File: src/rtl/control_sequencer.sv
// Hard-wired T-step control sequencer: fetch (T0-T2) then execute register ALU ops.
// Outputs are Moore-decoded from the step, with IR fields steering the execute steps.
module control_sequencer #(
   parameter int NREGS = 16,
   parameter int OPW   = 5
) (
   input  logic             clock,
   input  logic             clear,
   input  logic             run,
   input  logic [31:0]      ir,
   output logic             PCout,
   output logic             PCin,
   output logic             IncPC,
   output logic             MARin,
   output logic             Read,
   output logic             MDRin,
   output logic             MDRout,
   output logic             IRin,
   output logic             Yin,
   output logic             ZLowIn,
   output logic             ZLowOut,
   output logic [NREGS-1:0] reg_out,
   output logic [NREGS-1:0] reg_in,
   output logic [OPW-1:0]   alu_op,
   output logic             done,
   output logic             illegal
);

   typedef enum logic [2:0] {IDLE, T0, T1, T2, T3, T4, T5} state_t;

   localparam logic [OPW-1:0] OP_ADD = OPW'(5'b00011);
   localparam logic [OPW-1:0] OP_SUB = OPW'(5'b00100);
   localparam logic [OPW-1:0] OP_AND = OPW'(5'b00101);
   localparam logic [OPW-1:0] OP_OR  = OPW'(5'b00110);
   localparam logic [OPW-1:0] OP_NEG = OPW'(5'b10001);
   localparam logic [OPW-1:0] OP_NOT = OPW'(5'b10010);

   state_t state, state_nxt;

   logic [OPW-1:0]   op;
   logic [3:0]       ra, rb, rc;
   logic             is_3op, is_2op;
   logic [NREGS-1:0] sel_a, sel_b, sel_c;
   logic             unused_ir;

   assign op = ir[31 -: OPW];
   assign ra = ir[26:23];
   assign rb = ir[22:19];
   assign rc = ir[18:15];
   assign unused_ir = ^ir[14:0];

   always_comb begin
      is_3op = 1'b0;
      is_2op = 1'b0;
      case (op)
         OP_ADD, OP_SUB, OP_AND, OP_OR: is_3op = 1'b1;
         OP_NEG, OP_NOT:                is_2op = 1'b1;
         default: ;
      endcase
   end

   // Index decode; any index outside the register file leaves the bus all-zero.
   always_comb begin
      sel_a = '0;
      sel_b = '0;
      sel_c = '0;
      for (int i = 0; i < NREGS; i++) begin
         sel_a[i] = (int'(ra) == i);
         sel_b[i] = (int'(rb) == i);
         sel_c[i] = (int'(rc) == i);
      end
   end

   always_ff @(posedge clock) begin
      if (clear) state <= IDLE;
      else       state <= state_nxt;
   end

   always_comb begin
      state_nxt = state;
      PCout     = 1'b0;
      PCin      = 1'b0;
      IncPC     = 1'b0;
      MARin     = 1'b0;
      Read      = 1'b0;
      MDRin     = 1'b0;
      MDRout    = 1'b0;
      IRin      = 1'b0;
      Yin       = 1'b0;
      ZLowIn    = 1'b0;
      ZLowOut   = 1'b0;
      reg_out   = '0;
      reg_in    = '0;
      alu_op    = '0;
      done      = 1'b0;
      illegal   = 1'b0;
      case (state)
         IDLE: if (run) state_nxt = T0;
         T0: begin
            PCout     = 1'b1;
            MARin     = 1'b1;
            IncPC     = 1'b1;
            ZLowIn    = 1'b1;
            state_nxt = T1;
         end
         T1: begin
            ZLowOut   = 1'b1;
            PCin      = 1'b1;
            Read      = 1'b1;
            MDRin     = 1'b1;
            state_nxt = T2;
         end
         T2: begin
            MDRout    = 1'b1;
            IRin      = 1'b1;
            state_nxt = T3;
         end
         T3: begin
            if (is_3op) begin
               reg_out   = sel_b;
               Yin       = 1'b1;
               state_nxt = T4;
            end else if (is_2op) begin
               reg_out   = sel_b;
               alu_op    = op;
               ZLowIn    = 1'b1;
               state_nxt = T4;
            end else begin
               illegal   = 1'b1;
               state_nxt = IDLE;
            end
         end
         T4: begin
            if (is_3op) begin
               reg_out   = sel_c;
               alu_op    = op;
               ZLowIn    = 1'b1;
               state_nxt = T5;
            end else begin
               // 2-op write-back is the final step; run decides back-to-back fetch.
               ZLowOut   = 1'b1;
               reg_in    = sel_a;
               done      = 1'b1;
               state_nxt = run ? T0 : IDLE;
            end
         end
         T5: begin
            ZLowOut   = 1'b1;
            reg_in    = sel_a;
            done      = 1'b1;
            state_nxt = run ? T0 : IDLE;
         end
         default: state_nxt = IDLE;
      endcase
   end

endmodule

File: config.mk
export PLATFORM = sky130hd
export DESIGN_NAME = control_sequencer
export DESIGN_NICKNAME = d
export VERILOG_FILES = /design/src/rtl/control_sequencer.sv
export SDC_FILE = /design/constraint.sdc
export NUM_CORES = 1
export LEC_CHECK = 0
export ABC_AREA = 1
export CAP_MARGIN = 30
export CORE_MARGIN = 8
export CORE_UTILIZATION = 33
export CTS_BUF_LIST = sky130_fd_sc_hd__clkbuf_8
export CTS_CLUSTER_DIAMETER = 200
export CTS_CLUSTER_SIZE = 16
export DETAILED_ROUTE_END_ITERATION = 7
export GPL_TIMING_DRIVEN = 0
export PLACE_DENSITY = 0.85
export SLEW_MARGIN = 25
export SYNTH_ARGS = -nofsm -noshare
export SYNTH_HDL_FRONTEND = slang
export SYNTH_SLANG_ARGS = --single-unit
File: constraint.sdc
create_clock -name clock -period 4.1 [get_ports clock]
set_input_delay 0.82 -clock clock [delete_from_list [all_inputs] [get_ports clock]]
set_output_delay 0.82 -clock clock [all_outputs]
set_load 0.02 [all_outputs]
## Word level (Yosys, flattened, before mapping)

Index checks and enable logic that the tools add are counted.
Widths: inputs -> output; s select.

- Bits of input ports: 35
- Logic and storage cells: 98
- Register bits: 3
- Output and inout port bits: 50

- Muxes and demuxes: 32
- Reductions and logical operators: 7
- Eq/ne operators: 58

Operator list:

| operator | number |
|---|---|
| $eq 4x4->1 const B | 24 |
| $mux 16 | 4 |
| $pmux 16 s2 | 2 |
| $eq 4x3->1 const B | 12 |
| $eq 4x2->1 const B | 6 |
| $pmux 3 s7 | 1 |
| $eq 5x3->1 const B | 3 |
| $mux 5 | 3 |
| $mux 1 | 14 |
| $eq 4x1->1 const B | 3 |
| $logic_not 4->1 | 3 |
| $mux 3 | 4 |
| $eq 5x5->1 const B | 2 |
| $pmux 5 s2 | 1 |
| $eq 3x3->1 const B | 3 |
| $eq 3x2->1 const B | 2 |
| $eq 5x2->1 const B | 1 |
| $pmux 1 s2 | 2 |
| $reduce_or 2->1 | 2 |
| $reduce_or 4->1 | 1 |
| $eq 3x1->1 const B | 1 |
| $logic_not 3->1 | 1 |
| $pmux 1 s3 | 1 |
| $ne 2x2->1 const B | 1 |

## Logic depth before layout (Yosys ltp)

Gate-level depths: netlist of run 1.

- Depth in word-level cells: 6
- Depth in mapped cells: 9
- Gate-level depth less buffers: 8

## Worst setup path after synthesis of run 1

OpenSTA, ideal clock, no wires.

- Path type: input-to-output
- From: input port ir[28]
- To: output port reg_in[0]
- Data arrival time: 1783 ps
- Buffers on the path: 0
- Data required time: 3280 ps
- Stages on the path: 6
- Setup slack: 1497 ps
- Path through: nand2_1 > nand3_1 > nand2_2 > o22ai_4 > nand2_1 > nor2_1

- Longest elaborated chain between the ends: 5
- Elaborated cells on any way between the ends: 8
- Those cells by class: eq/ne (4); mux (3); reduce/logical (1)

Ends and longest elaborated chain:

| element | line | source |
|---|---|---|
| start, declared | 10 | `input logic [31:0] ir,` |
| $eq 5x2->1 / $eq 5x3->1 (equally long branches) | 55 | `case (op)` |
| $reduce_or 4->1 * | 55 |  |
| $mux 1 * | 55 |  |
| $mux 16 * | 134 | `if (is_3op) begin` |
| $pmux 16 s2 * | 97 | `case (state)` |
| end, declared | 23 | `output logic [NREGS-1:0] reg_in,` |

Mark *: on every way between the ends. The rest lies on a longest branch, timed or not.

## Worst setup path after layout of run 1

- From: input port ir[29]
- To: output port reg_out[9]

- Longest elaborated chain between the ends: 6
- Elaborated cells on any way between the ends: 14
- Those cells by class: eq/ne (6); mux (6); reduce/logical (2)

Ends and longest elaborated chain:

| element | line | source |
|---|---|---|
| $eq 5x5->1 | 55 |  |
| $reduce_or 2->1 | 55 |  |
| $mux 1 | 55 |  |
| $mux 16 | 123 | `end else if (is_2op) begin` |
| $mux 16 | 119 | `if (is_3op) begin` |
| $pmux 16 s2 * | 97 |  |
| end, declared | 22 | `output logic [NREGS-1:0] reg_out,` |

Marks and branches as above.

==> impl_metrics.env, run 1 <==
export IMPL_comb_power_share_pct=45.7
export IMPL_cts_made_buffers=3
export IMPL_synth_fa_ha_area_share_pct=0
export IMPL_cts_hold_buffers=0
export IMPL_die_w_um=66.8
export IMPL_maxCapViolCount=0
export IMPL_async_flop_share_pct=0
export IMPL_clkTransAtPathRegs_ps=30
export IMPL_crit_type="input pin to primary output"
export IMPL_path_max_fanout=6
export IMPL_reg_largest_list="state x3"
export IMPL_rsz0062_at_grt="false"
export IMPL_irDropWorstVdd_v=0.000192
export IMPL_synth_compound_area_share_pct=5.44
export IMPL_die_y_um=66.8
export IMPL_place_area_mm2=0.00157
export IMPL_period_needed_ps=3740
export IMPL_drt_iter0_drc=66
export IMPL_diodes=0
export IMPL_routedWlPerCell_um=11.9
export IMPL_fin_worst_skew_ps=0.940
export IMPL_vias_per_cell=4.63
export IMPL_yosysTopAreaCell="nand2_1"
export IMPL_gp_congestion=0.873
export IMPL_cts_path_max_buffers=2
export IMPL_setup_tns_ps=0
export IMPL_cts_num_sinks=3
export IMPL_insertion_delay_ps=210
export IMPL_worst_pin_slew_ps=492
export IMPL_p_int_uw=141
export IMPL_wirelength_um=3390
export IMPL_final_antenna_net_count=0
export IMPL_synthMuxAreaShare_pct=0
export IMPL_worstHoldPathType="flop to flop"
export IMPL_yosys_most_used_dff="dfxtp_1"
export IMPL_switchingPower_uw=74.4
export IMPL_drtPass1Iterations=4
export IMPL_ys_warn_count=0
export IMPL_core_mm2=0.00245
export IMPL_largest_register="state"
export IMPL_status="complete, no violations"
export IMPL_relSlewSlack_pct=66.8
export IMPL_largest_reg_flops=3
export IMPL_synthXorXnorAreaFrac_pct=0
export IMPL_clock_fmax_ghz=0.267
export IMPL_endpoint_kind="primary output"
export IMPL_yosys_register_bits=3
export IMPL_io_pins=85
export IMPL_cts_tree="yes"
export IMPL_synthesis_area_um2=851
export IMPL_start_kind="input pin"
export IMPL_grt_pass1_vias=1173
export IMPL_portBuffers=68
export IMPL_final_fill_count=235
export IMPL_std_cell_rows=18
export IMPL_power_frac_clock_pct=38.5
export IMPL_final_cells=284
export IMPL_powerDensity_mw_per_mm2=134
export IMPL_setup_viol=0
export IMPL_drc=0
export IMPL_seqPwrFrac_pct=15.8
export IMPL_grt_max_degree=11
export IMPL_switching_share_pct=34.5
export IMPL_dpl_hpwl_um=2920
export IMPL_antenna_found_initial=0
export IMPL_drive_gt1_share_pct=6.69
export IMPL_grt_pass1_wl_um=5280
export IMPL_layout_nets=290
export IMPL_yosys_area_share_simple_pct=67.2
export IMPL_vias=1314
export IMPL_grt_ovfl_total=0
export IMPL_dp_cells=280
export IMPL_total_leakage_power_nw=0.817
export IMPL_synth_edf_count=0
export IMPL_final_area_mm2=0.00161
export IMPL_finalCritPeriodShare_pct=91.3
export IMPL_hold_violations=0
export IMPL_ys_seq_area_share_pct=7.06
export IMPL_area_growth_pct=89.7
export IMPL_post_cts_resize_count=0
export IMPL_synth_area_leaders="nand2_1 25%, nor2_1 19%, nand3_1 16%"
export IMPL_syn_avg_cell_area_um2=4.67
export IMPL_initial_core_util_pct=34.7
export IMPL_finalPower_uw=216
export IMPL_arrival_ps=2920
export IMPL_syn_num_nets=217
export IMPL_grt_use_total_pct=14.6
export IMPL_synth_common_cells="56 x nand2_1, 44 x nor2_1, 29 x inv_1"
export IMPL_slew_viol_final=0
export IMPL_cts_setup_buffers=0
export IMPL_synth_top_family_by_area="simple AND/OR/NAND/NOR gates"
export IMPL_synth_most_common_cell="nand2_1"
export IMPL_synth_top_area_share_pct=24.7
export IMPL_synthDistinctLibCells=20
export IMPL_die_area_mm2=0.00446
export IMPL_syn_inst=182
export IMPL_ctsHtreeMaxLevel=1
export IMPL_crit_required_ps=3280
export IMPL_cts_root_buf="clkbuf_8"
metrics by stage:
stage	util [%]	setup WS [ps]	hold WS, ps
final	65.7	358	732
after global routing	65.7	163	793
after CTS	65.7	375	723
after detailed placement	63.9	382	716
after global placement	63.9	407	671
after floorplan	-	1500	629
cells by family after synthesis:
group,Yosys count
other,1
and+or+nand+nor,136
buffers and inverters,37
DFF,3
AOI/OAI and AO/OA,5
layout by cell type, fill, tap and decap left out, types with 2 or more instances in the layout:
cell type,count
buf_4,6
clkbuf_8,3
clkdlybuf4s50_1,68
dfxtp_1,3
inv_1,30
nand2_1,56
nand3_1,28
nor2_1,44
nor2_2,2
nor3_1,2
power by group through the flow:
stage	registers, mW	clock network (mW)	logic (mW)
after floorplan	0.0339	0	0.0503
after global placement	0.0343	0	0.0966
after detailed placement	0.0344	0	0.0976
after CTS	0.0341	0.0849	0.0985
after global routing	0.0345	0.0887	0.107
final	0.0341	0.0830	0.0984
critical path, cell delays in order:
cell and delay, ps:
clkdlybuf4s50_1 480, inv_1 40, nor2_1 80, nand3_1 130, nand2_2 150, nand2_1 150, nor2_1 260, nand3_1 120
nand2_1 70, clkdlybuf4s50_1 610
worst paths after layout:
kind / slack, ps / cells after the start / end / from
setup reg to reg: 2820 / 4 / state[1]$_SDFFE_PP0P_ / state[2]$_SDFFE_PP0P_
hold reg to reg: 730 / 3 / state[0]$_SDFFE_PP0P_ / state[1]$_SDFFE_PP0P_
setup / recovery: 360 / 10 / reg_out[9] / ir[29]
hold / removal: 730 / 3 / state[0]$_SDFFE_PP0P_ / state[1]$_SDFFE_PP0P_
cell type report:
type | count | area, um^2 | area share, %
Sequential cell | 3 | 60.1 | 3.72
Tap cell | 30 | 37.5 | 2.33
Clock buffer | 3 | 41.3 | 2.56
Timing Repair Buffer | 68 | 681 | 42.2
Multi-Input combinational cell | 142 | 622 | 38.5
Buffer | 7 | 56.3 | 3.49
Inverter | 30 | 113 | 6.98
Clock inverter | 1 | 3.75 | 0.233
per-layer routing:
| layer | wire length (um) | track usage (%) |
|---|---|---|
| met4 | 10 | 3.20 |
| met3 | 207 | 3.02 |
| met1 | 1480 | 18.2 |
| met2 | 1690 | 24.7 |
| met5 | 0 | 0 |
No activity file was read; power rests on OpenSTA's default activity.
==> run 2: changes to the inputs <==
--- a/config.mk
+++ b/config.mk
@@ -6,6 +6,7 @@
 export NUM_CORES = 1
 export LEC_CHECK = 0
 export ABC_AREA = 1
+export ABC_CLOCK_PERIOD_IN_PS = 4100
 export CAP_MARGIN = 30
 export CORE_MARGIN = 8
 export CORE_UTILIZATION = 33
==> results of run 2 <==
Final layout, timing and power as in run 1 (identical DEF).
==> run 3: changes to the inputs <==
--- a/config.mk
+++ b/config.mk
@@ -8,14 +8,14 @@
 export ABC_AREA = 1
 export ABC_CLOCK_PERIOD_IN_PS = 4100
 export CAP_MARGIN = 30
-export CORE_MARGIN = 8
-export CORE_UTILIZATION = 33
+export CORE_MARGIN = 10
+export CORE_UTILIZATION = 30
 export CTS_BUF_LIST = sky130_fd_sc_hd__clkbuf_8
 export CTS_CLUSTER_DIAMETER = 200
 export CTS_CLUSTER_SIZE = 16
 export DETAILED_ROUTE_END_ITERATION = 7
 export GPL_TIMING_DRIVEN = 0
-export PLACE_DENSITY = 0.85
+export PLACE_DENSITY = 0.78
 export SLEW_MARGIN = 25
 export SYNTH_ARGS = -nofsm -noshare
 export SYNTH_HDL_FRONTEND = slang
==> run 3 against run 2 <==
  * Wire length rose by 5.0%
  * Clock power increased by 1%
  * Worst setup slack improved by 9.8 ps
  * First-iteration DRC count is 77% higher
  * Critical path depth stayed put
  * Count of clock-buffer cells in the layout stayed put
  * Sequential share of layout area is essentially flat
  * Clock skew about the same
  * Register-to-register slack improved by 20 ps
  * Global-route usage is 1.3 points lower
==> impl_metrics.env, run 3 (synthesized netlist as in run 1, its figures left out) <==
export IMPL_cts_num_sinks=3
export IMPL_crit_type="input pin to primary output"
export IMPL_drive_gt1_share_pct=6.69
export IMPL_drt_iter0_drc=117
export IMPL_cts_tree="yes"
export IMPL_std_cell_rows=19
export IMPL_reg_largest_list="state x3"
export IMPL_cts_made_buffers=3
export IMPL_grt_pass1_vias=1199
export IMPL_die_area_mm2=0.00537
export IMPL_area_growth_pct=89.9
export IMPL_total_leakage_power_nw=0.817
export IMPL_crit_path_end="reg_out[11]"
export IMPL_io_pins=85
export IMPL_diodes=0
export IMPL_grt_ovfl_total=0
export IMPL_grt_pass1_wl_um=5820
export IMPL_final_antenna_net_count=0
export IMPL_status="complete, no violations"
export IMPL_switching_share_pct=34.6
export IMPL_met1Wirelength_um=1460
export IMPL_irDropWorstVdd_v=0.000184
export IMPL_reg2regPathDepth=7
export IMPL_largest_reg_flops=3
export IMPL_ff2ff_setup_slack_ps=2840
export IMPL_largest_register="state"
export IMPL_drtPass1Iterations=4
export IMPL_timing_rr_end="state[1]$_SDFFE_PP0P_"
export IMPL_mostFrequentLayoutCells="68 x clkdlybuf4s50_1, 56 x nand2_1, 44 x nor2_1, 30 x inv_1, 28 x nand3_1"
export IMPL_arrival_ps=2910
export IMPL_finalCritPeriodShare_pct=91.0
export IMPL_period_needed_ps=3730
export IMPL_vias_per_cell=4.69
export IMPL_insertion_delay_ps=220
export IMPL_setup_tns_ps=0
export IMPL_start_kind="input pin"
export IMPL_gp_congestion=0.843
export IMPL_core_mm2=0.00273
export IMPL_cts_hold_buffers=0
export IMPL_die_y_um=73.3
export IMPL_crit_required_ps=3280
export IMPL_layout_nets=290
export IMPL_cts_setup_buffers=0
export IMPL_setup_viol=0
export IMPL_antenna_found_initial=0
export IMPL_fin_worst_skew_ps=1.30
export IMPL_dpl_hpwl_um=3100
export IMPL_finalPower_uw=216
export IMPL_path_max_fanout=6
export IMPL_slew_viol_final=0
export IMPL_switchingPower_uw=74.9
export IMPL_routedWlPerCell_um=12.5
export IMPL_cts_root_buf="clkbuf_8"
export IMPL_grt_max_degree=11
export IMPL_post_cts_resize_count=0
export IMPL_powerDensity_mw_per_mm2=134
export IMPL_portBuffers=68
export IMPL_crit_start="ir[27]"
export IMPL_wl_met2_um=1750
export IMPL_layout_commonest_cell="clkdlybuf4s50_1"
export IMPL_grt_use_total_pct=13.3
export IMPL_crit_reg2reg_launch="state[1]$_SDFFE_PP0P_"
export IMPL_comb_power_share_pct=45.3
export IMPL_die_w_um=73.3
export IMPL_rsz0062_at_grt="false"
export IMPL_clkTransAtPathRegs_ps=30
export IMPL_initial_core_util_pct=31.1
export IMPL_highest_layer="met4"
export IMPL_maxCapViolCount=0
export IMPL_hold_violations=0
export IMPL_vias=1336
export IMPL_ctsHtreeMaxLevel=1
export IMPL_route_met3_wl_um=316
export IMPL_seqPwrFrac_pct=15.7
export IMPL_clock_fmax_ghz=0.268
export IMPL_cts_path_max_buffers=2
export IMPL_power_frac_clock_pct=38.9
export IMPL_endpoint_kind="primary output"
export IMPL_p_int_uw=141
export IMPL_worstHoldPathType="flop to flop"
export IMPL_drc=0
export IMPL_wirelength_um=3560
==> run 3: cell counts in the layout (fill, tap and decap cells not counted) <==
Identical to the previous run, type by type.
==> run 3: area by class of cell <==
type	count	area, um^2
flip-flops and latches	3	60.1
plain buffers	7	56.3
clock buffers	3	41.3
inverters	30	113
multi-input cells	142	622
fillers	264	1120
well taps	31	38.8
repair buffers	68	681
clock inverters	1	3.75
==> run 3: worst min path at each step <==
| stage | start | end | slack, ps | depth (start not counted) |
|---|---|---|---|---|
| 2_1_floorplan | state[1]$_SDFFE_PP0P_ | state[0]$_SDFFE_PP0P_ | 630 | 3 |
| 3_3_place_gp | state[1]$_SDFFE_PP0P_ | state[1]$_SDFFE_PP0P_ | 670 | 3 |
| 3_5_place_dp | state[1]$_SDFFE_PP0P_ | state[0]$_SDFFE_PP0P_ | 670 | 3 |
| 4_1_cts | state[1]$_SDFFE_PP0P_ | state[0]$_SDFFE_PP0P_ | 680 | 3 |
| 5_1_grt | state[1]$_SDFFE_PP0P_ | state[1]$_SDFFE_PP0P_ | 730 | 3 |
| 6_report | state[1]$_SDFFE_PP0P_ | state[1]$_SDFFE_PP0P_ | 680 | 3 |
==> run 3: power by group through the flow <==
stage               clock network [mW]  registers (mW)  logic, mW
global placement                     0          0.0342     0.0973
finish                          0.0841          0.0340     0.0979
floorplan                            0          0.0339     0.0503
detailed placement                   0          0.0344     0.0976
global route                    0.0892          0.0343      0.108
CTS                             0.0853          0.0339     0.0982
==> run 3: layer usage <==
| layer | vias to the layer above | track usage (%) |
|---|---|---|
| met1 | 585 | 16.1 |
| li1 | 697 | - |
| met2 | 49 | 21.4 |
| met5 | - | 0 |
| met3 | 5 | 4.44 |
| met4 | 0 | 4.01 |
==> run 3: through the flow <==
stage | hold WS [ps] | area, um^2 | worst slack [ps] | cells | util [%]
floorplan | 629 | 851 | 1500 | 182 | -
global placement | 668 | 1570 | 396 | 281 | 57.4
detailed placement | 673 | 1570 | 372 | 281 | 57.4
CTS | 679 | 1620 | 364 | 285 | 59.1
global route | 734 | 1620 | 154 | 285 | 59.1
finish | 675 | 1620 | 368 | 285 | 59.1
==> run 3: worst max-delay path, stage by stage <==
cell,delay (ps)
clkdlybuf4s50_1,480
nand2_1,90
nor2_1,90
nand2_1,90
nand2_2,140
nand2_1,160
nor2_1,260
nand3_1,110
nand2_1,70
clkdlybuf4s50_1,600
